==> src/rtl/sdram_burst_scheduler.sv <==
`default_nettype none
// ============================================================================
// Module      : sdram_burst_scheduler
// Description : Moves mock readout data through SDRAM, which is used as a
//               ring buffer. Fixed-length write bursts drain the 32-bit data
//               FIFO into SDRAM, and fixed-length read bursts are scheduled
//               toward the host pipe-out FIFO. When both directions are
//               eligible, the grant alternates between write and read.
//               Runs in the data-FIFO read-clock domain.
// Ports       :
//   CLK, RST             clock, asynchronous active-high reset
//   enable               permits new write bursts
//   clr_status           clears the sticky overflow flag
//   fifo_rd_data_count   data-FIFO occupancy
//   fifo_rd              data-FIFO read enable
//   fifo_dout            data-FIFO output word
//   fifo_dout_valid      data-FIFO output valid, one cycle after fifo_rd
//   wr_cmd_req/ack       SDRAM write-burst command handshake
//   wr_addr              write-burst start address
//   wr_data/wr_data_en   write data beats to SDRAM
//   wr_done              write burst committed (1-cycle pulse)
//   rd_space             free words in the host pipe-out FIFO
//   rd_cmd_req/ack       SDRAM read-burst command handshake
//   rd_addr              read-burst start address
//   rd_done              read burst delivered (1-cycle pulse)
//   fill_words           words currently held in the ring
//   overflow             sticky: data FIFO near full while writes are blocked
//   busy                 scheduler is not idle
// Revision    : 1.0 - initial release
// ============================================================================
module sdram_burst_scheduler #(
  parameter int BURST_LEN = 16,
  parameter int ADDR_W    = 22,
  parameter int HIGH_WM   = 240
) (
  input  logic              CLK,
  input  logic              RST,
  input  logic              enable,
  input  logic              clr_status,
  input  logic [7:0]        fifo_rd_data_count,
  output logic              fifo_rd,
  input  logic [31:0]       fifo_dout,
  input  logic              fifo_dout_valid,
  output logic              wr_cmd_req,
  input  logic              wr_cmd_ack,
  output logic [ADDR_W-1:0] wr_addr,
  output logic [31:0]       wr_data,
  output logic              wr_data_en,
  input  logic              wr_done,
  input  logic [7:0]        rd_space,
  output logic              rd_cmd_req,
  input  logic              rd_cmd_ack,
  output logic [ADDR_W-1:0] rd_addr,
  input  logic              rd_done,
  output logic [ADDR_W:0]   fill_words,
  output logic              overflow,
  output logic              busy
);

  localparam int CNT_W  = $clog2(BURST_LEN) + 1;
  localparam int FILL_W = ADDR_W + 1;

  localparam logic [CNT_W-1:0]  BL_CNT      = CNT_W'(BURST_LEN);
  localparam logic [CNT_W-1:0]  BL_CNT_LAST = CNT_W'(BURST_LEN - 1);
  localparam logic [ADDR_W-1:0] BL_ADDR     = ADDR_W'(BURST_LEN);
  localparam logic [FILL_W-1:0] BL_FILL     = FILL_W'(BURST_LEN);
  // Highest fill level that still leaves room for one more whole burst.
  localparam logic [FILL_W-1:0] WR_FILL_MAX = FILL_W'((2 ** ADDR_W) - BURST_LEN);
  localparam logic [7:0]        BL_LVL      = 8'(BURST_LEN);
  localparam logic [7:0]        HIGH_WM_LVL = 8'(HIGH_WM);

  localparam logic GRANT_WR = 1'b0;
  localparam logic GRANT_RD = 1'b1;

  typedef enum logic [2:0] {
    IDLE    = 3'd0,
    WR_REQ  = 3'd1,
    WR_XFER = 3'd2,
    WR_WAIT = 3'd3,
    RD_REQ  = 3'd4,
    RD_WAIT = 3'd5
  } state_t;

  state_t            state;
  state_t            state_next;
  logic              last_grant;
  logic [CNT_W-1:0]  issue_cnt;
  logic [CNT_W-1:0]  rx_cnt;
  logic              done_pending;

  logic              wr_elig;
  logic              rd_elig;
  logic              grant_wr;
  logic              grant_rd;
  logic              wr_commit;
  logic              rd_commit;
  logic              overflow_set;

  assign wr_elig = enable
                 & (fifo_rd_data_count >= BL_LVL)
                 & (fill_words <= WR_FILL_MAX);
  assign rd_elig = (fill_words >= BL_FILL) & (rd_space >= BL_LVL);

  assign overflow_set = (state == IDLE) & enable
                      & (fifo_rd_data_count >= HIGH_WM_LVL) & ~wr_elig;

  // --------------------------------------------------------------------------
  // State register
  // --------------------------------------------------------------------------
  always_ff @(posedge CLK or posedge RST) begin
    if (RST) begin
      state <= IDLE;
    end else begin
      state <= state_next;
    end
  end

  // --------------------------------------------------------------------------
  // Next state and outputs
  // --------------------------------------------------------------------------
  always_comb begin
    state_next = state;
    grant_wr   = 1'b0;
    grant_rd   = 1'b0;
    wr_commit  = 1'b0;
    rd_commit  = 1'b0;
    wr_cmd_req = 1'b0;
    rd_cmd_req = 1'b0;
    fifo_rd    = 1'b0;
    wr_data    = '0;
    wr_data_en = 1'b0;
    busy       = 1'b1;

    case (state)
      IDLE: begin
        busy = 1'b0;
        // A tie goes to the side that did not win last time.
        if (wr_elig && (!rd_elig || last_grant == GRANT_RD)) begin
          grant_wr   = 1'b1;
          state_next = WR_REQ;
        end else if (rd_elig) begin
          grant_rd   = 1'b1;
          state_next = RD_REQ;
        end
      end

      WR_REQ: begin
        wr_cmd_req = 1'b1;
        if (wr_cmd_ack) begin
          state_next = WR_XFER;
        end
      end

      WR_XFER: begin
        fifo_rd    = (issue_cnt < BL_CNT);
        wr_data    = fifo_dout;
        wr_data_en = fifo_dout_valid;
        if (fifo_dout_valid && rx_cnt == BL_CNT_LAST) begin
          // A commit that overtook the data is applied here directly.
          if (done_pending || wr_done) begin
            wr_commit  = 1'b1;
            state_next = IDLE;
          end else begin
            state_next = WR_WAIT;
          end
        end
      end

      WR_WAIT: begin
        if (wr_done) begin
          wr_commit  = 1'b1;
          state_next = IDLE;
        end
      end

      RD_REQ: begin
        rd_cmd_req = 1'b1;
        if (rd_cmd_ack) begin
          state_next = RD_WAIT;
        end
      end

      RD_WAIT: begin
        if (rd_done) begin
          rd_commit  = 1'b1;
          state_next = IDLE;
        end
      end

      default: begin
        state_next = IDLE;
      end
    endcase
  end

  // --------------------------------------------------------------------------
  // Burst counters, ring pointers, fill level and status
  // --------------------------------------------------------------------------
  always_ff @(posedge CLK or posedge RST) begin
    if (RST) begin
      last_grant   <= GRANT_RD;
      issue_cnt    <= '0;
      rx_cnt       <= '0;
      done_pending <= 1'b0;
      wr_addr      <= '0;
      rd_addr      <= '0;
      fill_words   <= '0;
      overflow     <= 1'b0;
    end else begin
      if (grant_wr) begin
        last_grant <= GRANT_WR;
      end else if (grant_rd) begin
        last_grant <= GRANT_RD;
      end

      // Counters are primed while the command waits for acceptance.
      if (state == WR_REQ) begin
        issue_cnt    <= '0;
        rx_cnt       <= '0;
        done_pending <= 1'b0;
      end else if (state == WR_XFER) begin
        if (fifo_rd) begin
          issue_cnt <= issue_cnt + 1'b1;
        end
        if (fifo_dout_valid) begin
          rx_cnt <= rx_cnt + 1'b1;
        end
        if (wr_done) begin
          done_pending <= 1'b1;
        end
      end

      // Commits are state-exclusive, so only one fill update per cycle.
      // Pointer addition wraps naturally at the ring size.
      if (wr_commit) begin
        wr_addr    <= wr_addr + BL_ADDR;
        fill_words <= fill_words + BL_FILL;
      end else if (rd_commit) begin
        rd_addr    <= rd_addr + BL_ADDR;
        fill_words <= fill_words - BL_FILL;
      end

      if (overflow_set) begin
        overflow <= 1'b1;
      end else if (clr_status) begin
        overflow <= 1'b0;
      end
    end
  end

endmodule
`default_nettype wire

==> config.mk <==
export PLATFORM = sky130hd
export DESIGN_NAME = sdram_burst_scheduler
export DESIGN_NICKNAME = d
export VERILOG_FILES = /design/src/rtl/sdram_burst_scheduler.sv
export SDC_FILE = /design/constraint.sdc
export NUM_CORES = 1
export LEC_CHECK = 0
export BUFFER_PORTS_ARGS = -buffer_cell sky130_fd_sc_hd__buf_2
export CORE_ASPECT_RATIO = 0.5
export CORE_UTILIZATION = 44
export DETAILED_ROUTE_END_ITERATION = 12
export PLACE_DENSITY = 0.77
export SLEW_MARGIN = 10
export SYNTH_ARGS = -nofsm -noshare
export SYNTH_HDL_FRONTEND = slang
export SYNTH_SLANG_ARGS = --single-unit
==> constraint.sdc <==
create_clock -name CLK -period 2.1 [get_ports CLK]
set_input_delay 0.42 -clock CLK [delete_from_list [all_inputs] [get_ports CLK]]
set_output_delay 0.42 -clock CLK [all_outputs]
set_load 0.01 [all_outputs]
# [Yosys cells after proc, flatten, opt, wreduce, memory -nomap -nowiden]
# Index checks and enable logic that the tools add are counted.
[word_totals] register_bits=83 input_bits=57 output_inout_bits=105 elab_cells=100
[op_classes] add_sub_neg=6 magnitude_cmp=6 eq_ne=12 muxes=41 bitwise_logic=8 n_reduce_logical=18
[ops] op="$mux 23" count=2
[ops] op="$add 22x5->22 const B" count=2
[ops] op="$mux 32" count=1
[ops] op="$mux 5" count=6
[ops] op="$add 23x5->23 const B" count=1
[ops] op="$ge 23x5->1 const B" count=1
[ops] op="$le 23x22->1 const B" count=1
[ops] op="$sub 23x5->23 const B" count=1
[ops] op="$mux 1" count=22
[ops] op="$mux 3" count=7
[ops] op="$pmux 3 s6" count=1
[ops] op="$ge 8x5->1 const B" count=2
[ops] op="$reduce_bool 2->1" count=7
[ops] op="$add 5x1->5 const B" count=2
[ops] op="$ne 2x2->1 const B" count=5
[ops] op="$ge 8x8->1 const B" count=1
[ops] op="$reduce_and 2->1" count=4
[ops] op="$and 1x1->1" count=6
[ops] op="$eq 3x2->1 const B" count=2
[ops] op="$eq 3x3->1 const B" count=2
[ops] op="$reduce_and 6->1" count=1
[ops] op="$eq 5x4->1 const B" count=1
[ops] op="$lt 5x5->1 const B" count=1
[ops] op="$eq 3x1->1 const B" count=1
[ops] op="8 further kinds" count=11

# [Longest topological paths before layout]
# Gate-level depths: netlist of run 1.
[depth] ltp_word=9 mapped_depth=9 depth_no_buf=8

# [Worst setup path before layout of run 1]
# OpenSTA, ideal clock, no wires.
[synth_timing] path_type="reg2reg" startpoint="reg rx_cnt[0]" endpoint="reg wr_addr[17]" setup_ns=0.125 arrival_ns=1.784 required_time_ns=1.975 slack_ns=0.191 stages_incl_launch_ff=10 path_buffers=1 synth_period_minus_slack_ns=1.909 cell_sequence="dfrtp_1 -> ha_1 -> and3_1 -> ha_1 -> a21oi_1 -> a211oi_4 -> and4_1 -> buf_2 -> nand4_1 -> xnor2_1"
[synth_via] elab_chain_len=4
[synth_lines] element="from (decl)" line="88" rtl="logic [CNT_W-1:0] rx_cnt;"
[synth_lines] element="from (signal assigned)" line="226" rtl="rx_cnt <= rx_cnt + 1'b1;"
[synth_lines] element="$eq 5x4->1" line="158" rtl="if (fifo_dout_valid && rx_cnt == BL_CNT_LAST) begin"
[synth_lines] element="$logic_and 1x1->1" line="158"
[synth_lines] element="$mux 1" line="158"
[synth_lines] element="$pmux 1 s2" line="134" rtl="case (state)"
[synth_lines] element="to (signal assigned)" line="236" rtl="wr_addr <= wr_addr + BL_ADDR;"
[synth_lines] element="to (decl)" line="46" rtl="output logic [ADDR_W-1:0] wr_addr,"
# No other way between the ends.
# A chain may end at the register's enable or synchronous reset.

# [Final worst setup path of run 1]
[layout_timing] startpoint="reg state[2]" endpoint="out wr_data[25]"
[layout_via] elab_chain_len=2
[layout_lines] element="from (decl)" line="84" rtl="state_t state;"
[layout_lines] element="from (signal assigned)" line="114" rtl="state <= state_next;"
[layout_lines] element="$eq 3x2->1" line="134"
[layout_lines] element="$mux 32" line="134"
[layout_lines] element="to (decl)" line="47" rtl="output logic [31:0] wr_data,"
# No other way between the ends.

==> results of run 1 <==
## how the worst max path moves through the flow
stage,from,end,cells after the start
2_1_floorplan,rx_cnt[0],wr_addr[17],9
3_3_place_gp,rx_cnt[0],fill_words[16],9
3_5_place_dp,rx_cnt[0],fill_words[11],9
4_1_cts,state[2],wr_data[30],5
5_1_grt,rx_cnt[0],fill_words[16],9
6_report,state[2],wr_data[25],6
## placed cells by master (no fill, tap or decap), types with 7 or more instances in the layout
| cell type | Yosys | routed |
|---|---|---|
| nand4_1 | 22 | 22 |
| inv_1 | 16 | 15 |
| a21oi_1 | 11 | 10 |
| nor3_1 | 17 | 16 |
| and2_1 | 32 | 32 |
| buf_2 | 6 | 140 |
| xor2_1 | 20 | 20 |
| o21ai_0 | 8 | 8 |
| nand3_1 | 16 | 14 |
| dfrtp_1 | 70 | 67 |
| nand2_1 | 35 | 34 |
| conb_1 | 1 | 12 |
| buf_4 | 14 | 27 |
| ha_1 | 8 | 7 |
| clkbuf_16 | 0 | 10 |
| xnor2_1 | 37 | 37 |
| nor2_1 | 28 | 28 |
| and3_1 | 8 | 8 |
## repair_timing
| item | CTS | global route |
|---|---|---|
| resized for setup | 9 | 13 |
| pin swaps | 1 | 4 |
| gates cloned | 1 | 2 |
| setup buffers | 1 | 3 |
| endpoints found under the setup margin | 38 | 46 |
## cell type report
type	instances	area [sq um]
clock buffers	11	253
multi-input cells	310	2080
inverters	17	67.6
repair buffers	174	1010
flip-flops and latches	71	1780
well taps	117	146
fillers	735	3340
clock inverters	5	56.3
## state kept, by name, summed over array words and instances (netlist names)
register / count
last_grant: 1
rd_addr: 18
done_pending: 1
state: 3
issue_cnt: 5
rx_cnt: 5
fill_words: 19
wr_addr: 18
overflow: 1
## cells by family after synthesis
family	count (synthesis)
AOI/OAI and AO/OA	43
xor gates and xnor gates	57
adders and majority gates	8
buffers and inverters	45
DFF	71
muxes	2
other	1
and+or+nand+nor	188
## metrics by stage
stage	setup WS, ns	area (sq um)	total power [mW]
5_1_grt	-0.0149	5400	6.01
3_5_place_dp	-0.0493	4930	3.98
6_report	0.0555	5400	5.68
4_1_cts	-0.00136	5280	5.61
3_3_place_gp	0.0397	4930	3.94
2_1_floorplan	0.191	4030	3.19
## tightest hold or removal path: stages
cell and delay, ns:
buf_2 0.11, clkinvlp_4 0.07, buf_12 0.30
## per-layer routing
metal | part of all wire | up-vias | routed length, um | GRT usage
met5 | 0 | - | 0 | 0
met4 | 0.012 | 0 | 123 | 0.0605
met3 | 0.066 | 12 | 685 | 0.0607
met2 | 0.48 | 136 | 4990 | 0.363
met1 | 0.44 | 1726 | 4550 | 0.299
li1 | - | 1752 | - | -
## power by group
part           total (mW)  internal [mW]  leakage (nW)  switching, mW
Sequential           2.07           1.65         0.931          0.419
Combinational        2.05          0.947          1.67           1.11
Clock                1.55          0.982         0.152          0.573
Total                5.68           3.58          2.75           2.10
==> metrics.cfg, run 1 <==
[status]
status = finished clean

[floorplanning]
start_util = 0.456
die_w_um = 137
fp.dieArea_sq_mm = 0.00947
coreArea_sq_mm = 0.00874
row_count = 24
dieHeight_um = 69.3
ios = 162

[setup_path]
path_max_fanout = 8
path_class = flip-flop to output pin
worstReg2RegStart = rx_cnt[0]
crit_family = buffers and inverters
cp_common_cell = buf_4
ff2ff_path_depth = 9
cp_slowest_cell = dfrtp_2
critical_path.cell_chain = buf_6 > nor3b_4 > buf_4 > buf_4 > and2_1 > buf_2
cpPeakStageDelay_ns = 0.42
path_buf_inv = 4
r2r_slack_ns = 0.09
critPathLaunchType = flip-flop
worstPathArrival_ns = 1.62
rr_endpoint = fill_words[22]
critPathCaptureType = output pin
cp_data_required_time_ns = 1.68

[place]
place_congestion = 0.891
dp_cells = 682
portBuffers = 141
post-dp-hpwl_um = 7470

[clock_network]
tritoncts = yes
root_buffer = clkbuf_16
clkSlewWorstSetupHoldPaths_ns = 0.06
cts_buffers = 9
hold_buffers = 0
clk_latency_ns = 0.33
clock_path_buffers = 2
cts_sinks = 71
cts-htree-levels = 3

[synthesis]
synth_xor_area_frac = 0.125
synth-edff-count = 0
synth_top_family_by_area = simple AND/OR/NAND/NOR gates
yosysWarnings = 0
async_flop_share = 1.00
synthMuxAreaShare = 0.00534
yosysUniqueCellTypes = 52
synth_simple_gate_area_frac = 0.262
syn_inst = 415
synth_ff_type = dfrtp_1
ys_seq_elements = 71
netlist_area_sq_mm = 0.00399
synth.yosys.seq_area_share = 0.446
synth_most_common_cell = dfrtp_1
syn_avg_cell_area_sq_um = 9.60
synth.area.top_cells = dfrtp_1, xnor2_1, and2_1
synth_adder_area_share = 0.0251
synth_area_leader_cell = dfrtp_1
synth-compound-area-share = 0.0757
synthTopCellsByCount = dfrtp_1, xnor2_1, nand2_1, and2_1, nor2_1
synth.top_cell.area_share = 0.440

[timing]
finalSetupTns_ns = 0
finalCriticalPeriod_ns = 2.04
slew_viol_final = 0
finalSetupViolCount = 0
finalHoldViolations = 0
max_clock_freq_ghz = 0.489
min_period_over_period = 0.974
rsz0062_at_grt = yes
fin_worst_hold_slack_ns = 0.176
clock_skew_ns = 0.00615

[routing]
wire_per_inst_um = 14.7
drcViolationCount = 0
drt_pre_antenna_iters = 4
antenna_left = 0
drt-total-wl_um = 10400
dr.first_iter.drc_count = 260
viasPerCell = 5.14
dr_total_vias = 3626

[pwr]
p_per_area_mw_per_mm2 = 1050
ir_drop_mv = 0.440
p_leak_nw = 2.75

[final_layout]
drive_gt1_frac = 0.366
final_cells = 705
postLayoutCoreUtil = 0.618
nets = 648
diodes = 0
area_growth_pct = 35.4

[global_route]
first_global_vias = 3326
grt_pass1_wl_um = 16600
antenna_found_initial = 0
grt_max_degree = 72
track_usage = 0.225
grt_overflow = 0

[hold_path]
holdCritPathClass = input pin to asynchronous set/reset pin

[run]
cap_violations = 0

No activity file was read; power rests on OpenSTA's default activity.
==> run 2, diff against run 1 <==
ABC_AREA = 1   (was default)
CORE_UTILIZATION = 45   (was 44)
CTS_CLUSTER_DIAMETER = 50   (was default)
GPL_TIMING_DRIVEN = 0   (was default)
==> metrics.cfg, run 2 <==
[synthesis]
ys_seq_elements = 71  ; unchanged
synthTopCellsByCount = nand2_1, nor2_1, inv_1, dfrtp_1  ; was dfrtp_1, xnor2_1, nand2_1, and2_1, nor2_1
syn_inst = 575  ; was 415
synth_area_leader_cell = dfrtp_1  ; unchanged
netlist_area_sq_mm = 0.00439  ; was 0.00399 sq mm
yosysWarnings = 0  ; unchanged
yosysUniqueCellTypes = 45  ; was 52
synth.area.top_cells = dfrtp_1, nand2_1, nor2_1  ; was dfrtp_1, xnor2_1, and2_1
synth_most_common_cell = nand2_1  ; was dfrtp_1
synth-edff-count = 0  ; unchanged
synth.top_cell.area_share = 0.399  ; was 0.440
async_flop_share = 1.00  ; unchanged
synth_ff_type = dfrtp_1  ; unchanged
synth.yosys.seq_area_share = 0.405  ; was 0.446
syn_avg_cell_area_sq_um = 7.64  ; was 9.60 sq um

[setup_path]
worstPathArrival_ns = 1.61  ; was 1.62 ns
path_buf_inv = 3  ; was 4
path_class = flip-flop to output pin  ; unchanged
critPathLaunchType = flip-flop  ; unchanged
cp_data_required_time_ns = 1.68  ; about the same
path_max_fanout = 7  ; was 8
critPathCaptureType = output pin  ; unchanged
cp_slowest_cell = dfrtp_2  ; unchanged
critical_path.cell_chain = nor3_4 > buf_6 > nand2_1 > inv_1 > buf_2  ; was buf_6 > nor3b_4 > buf_4 > buf_4 > and2_1 > buf_2
crit_family = flip-flops  ; was buffers and inverters
cpPeakStageDelay_ns = 0.47  ; was 0.42 ns

[clock_network]
root_buffer = clkbuf_16  ; unchanged
cts-htree-levels = 3  ; unchanged
cts_buffers = 9  ; unchanged
clk_latency_ns = 0.34  ; was 0.33 ns
clkSlewWorstSetupHoldPaths_ns = 0.06  ; about the same
clock_path_buffers = 2  ; unchanged
tritoncts = yes  ; unchanged
hold_buffers = 0  ; unchanged
cts_sinks = 71  ; unchanged

[final_layout]
nets = 805  ; was 648
area_growth_pct = 29.9  ; was 35.4%
n_fill_cell = 835  ; was 735
largest_register_ffs = 19  ; unchanged
final_cells = 880  ; was 705
drive_gt1_frac = 0.289  ; was 0.366
final_cell_mix = buf_2, nand2_1, nor2_1  ; was buf_2, dfrtp_1, xnor2_1
final_area_sq_mm = 0.00571  ; was 0.00540 sq mm
diodes = 0  ; unchanged
postLayoutCoreUtil = 0.604  ; was 0.618
top_regs = fill_words (19), rd_addr (18), wr_addr (18)  ; unchanged
top_register = fill_words  ; unchanged
mostFrequentLayoutCell = buf_2  ; unchanged

[routing]
drt_pre_antenna_iters = 4  ; unchanged
viasPerCell = 4.75  ; was 5.14
wire_per_inst_um = 12.3  ; was 14.7 um
drt-total-wl_um = 10800  ; was 10,400 um
dr_total_vias = 4180  ; was 3,626
dr.first_iter.drc_count = 249  ; was 260
antenna_left = 0  ; unchanged
drcViolationCount = 0  ; unchanged

[global_route]
first_global_vias = 3749  ; was 3,326
grt_max_degree = 39  ; was 72
track_usage = 0.218  ; was 0.225
grt_overflow = 0  ; unchanged
antenna_found_initial = 0  ; unchanged
grt_pass1_wl_um = 17300  ; was 16,600 um

[place]
post-dp-hpwl_um = 7950  ; was 7470 um
portBuffers = 141  ; unchanged
place_congestion = 0.883  ; was 0.891
dpl_worst_slack_ns = -0.0187  ; was -0.0493 ns
place_area_sq_mm = 0.00533  ; was 0.00493 sq mm
dp_cells = 863  ; was 682

[pwr]
p_per_area_mw_per_mm2 = 1050  ; about the same
power_frac_clock = 0.294  ; was 0.274
pwr-share-seq = 0.351  ; was 0.365
ir_drop_mv = 0.583  ; was 0.440 mV
report.power.total_mw = 5.98  ; was 5.68 mW
power.switching_mw = 2.32  ; was 2.10 mW
p_sw_frac = 0.388  ; was 0.369
intPower_mw = 3.66  ; was 3.58 mW
p_leak_nw = 3.27  ; was 2.75 nW
combPwrFrac = 0.355  ; was 0.361

[floorplanning]
coreArea_sq_mm = 0.00945  ; was 0.00874 sq mm
row_count = 25  ; was 24
start_util = 0.465  ; was 0.456
fp.dieArea_sq_mm = 0.0102  ; was 0.00947 sq mm
ios = 162  ; unchanged
dieHeight_um = 71.9  ; was 69.3 um
die_w_um = 142  ; was 137 um

[timing]
finalSetupViolCount = 0  ; unchanged
fin_worst_hold_slack_ns = 0.211  ; was 0.176 ns
setup_ws_ns = 0.0700  ; was 0.0555 ns
finalSetupTns_ns = 0  ; unchanged
finalHoldViolations = 0  ; unchanged
tightest_slew_ns = 0.761
min_period_over_period = 0.967  ; was 0.974
clock_skew_ns = 0.00764  ; was 0.00615 ns
finalCriticalPeriod_ns = 2.03  ; was 2.04 ns
max_clock_freq_ghz = 0.493  ; was 0.489 GHz
max_slew_margin = 0.492
slew_viol_final = 0  ; unchanged

[run]
cap_violations = 0  ; unchanged

[hold_path]
holdCritPathClass = input pin to asynchronous set/reset pin  ; unchanged

[status]
status = finished clean  ; unchanged

-- run 2: changes by cell type after synthesis, sizes merged, moves of 8 or more --
| cell | previous run | this run |
|---|---|---|
| and2 | 32 | 0 |
| inv | 16 | 86 |
| xnor2 | 37 | 13 |
| nand3 | 16 | 33 |
| nand2 | 36 | 124 |
| xor2 | 20 | 33 |
| nor3 | 17 | 9 |
| nor2 | 28 | 100 |
| o21ai | 8 | 25 |
-- run 2: metal layers --
| layer | GRT usage | share of wire |
|---|---|---|
| met1 | 0.261 | 0.44 |
| met2 | 0.385 | 0.49 |
| met3 | 0.0582 | 0.061 |
| met4 | 0.0717 | 0.0099 |
| met5 | 0 | 0 |
-- run 2: area by class of cell --
type | count | area (sq um) | area share
Buffer | 21 | 170 | 0.0298
Timing Repair Buffer | 143 | 737 | 0.129
Tap cell | 135 | 169 | 0.0296
Multi-Input combinational cell | 407 | 2180 | 0.381
Clock inverter | 6 | 109 | 0.0191
Sequential cell | 71 | 1780 | 0.312
Inverter | 87 | 335 | 0.0588
Clock buffer | 10 | 229 | 0.0401
-- run 2: worst paths after layout --
path | cells past startpoint | slack (ns) | endpoint | startpoint
min | 2 | 0.21 | issue_cnt[2] | RST
max | 5 | 0.07 | wr_data_en | state[2]
min in group CLK | 2 | 0.26 | overflow | clr_status
max reg2reg | 10 | 0.18 | state[0] | fill_words[5]
min reg2reg | 1 | 0.47 | rd_addr[21] | rd_addr[21]
max in group asynchronous | 3 | 1.25 | fill_words[4] | RST
-- run 2: power groups by stage --
stage | combinational (mW) | sequential (mW) | clock [mW]
global placement | 2.01 | 2.09 | 0
CTS | 2.11 | 2.08 | 1.79
detailed placement | 2.06 | 2.10 | 0
global route | 2.36 | 2.16 | 1.83
finish | 2.12 | 2.10 | 1.76
floorplan | 1.29 | 2.12 | 0
-- run 2: worst reg2reg max path: cells and delay by family, from the launching register on --
family	cells	cell delay [ns]
compound gates	2	0.40
fa+ha+maj	1	0.17
flops	1	0.41
buf+inv	1	0.07
simple gates	6	0.75
-- run 2: what timing repair did --
action | 4_1_cts | 5_1_grt
pin swaps | 1 | 1
resized for setup | 8 | 7
buffers inserted | 1 | 0
setup endpoints to repair | 32 | 34
-- run 2: kinds of logic (layout without fill, tap and decap cells) --
logic type,count (synthesis),count (layout),synth area share
simple gates,292,292,0.301
flops,71,71,0.405
fa+ha+maj,8,8,0.0228
other cells,1,12,0.000854
xor+xnor,46,46,0.0917
compound gates,49,49,0.0678
buf+inv,108,267,0.111
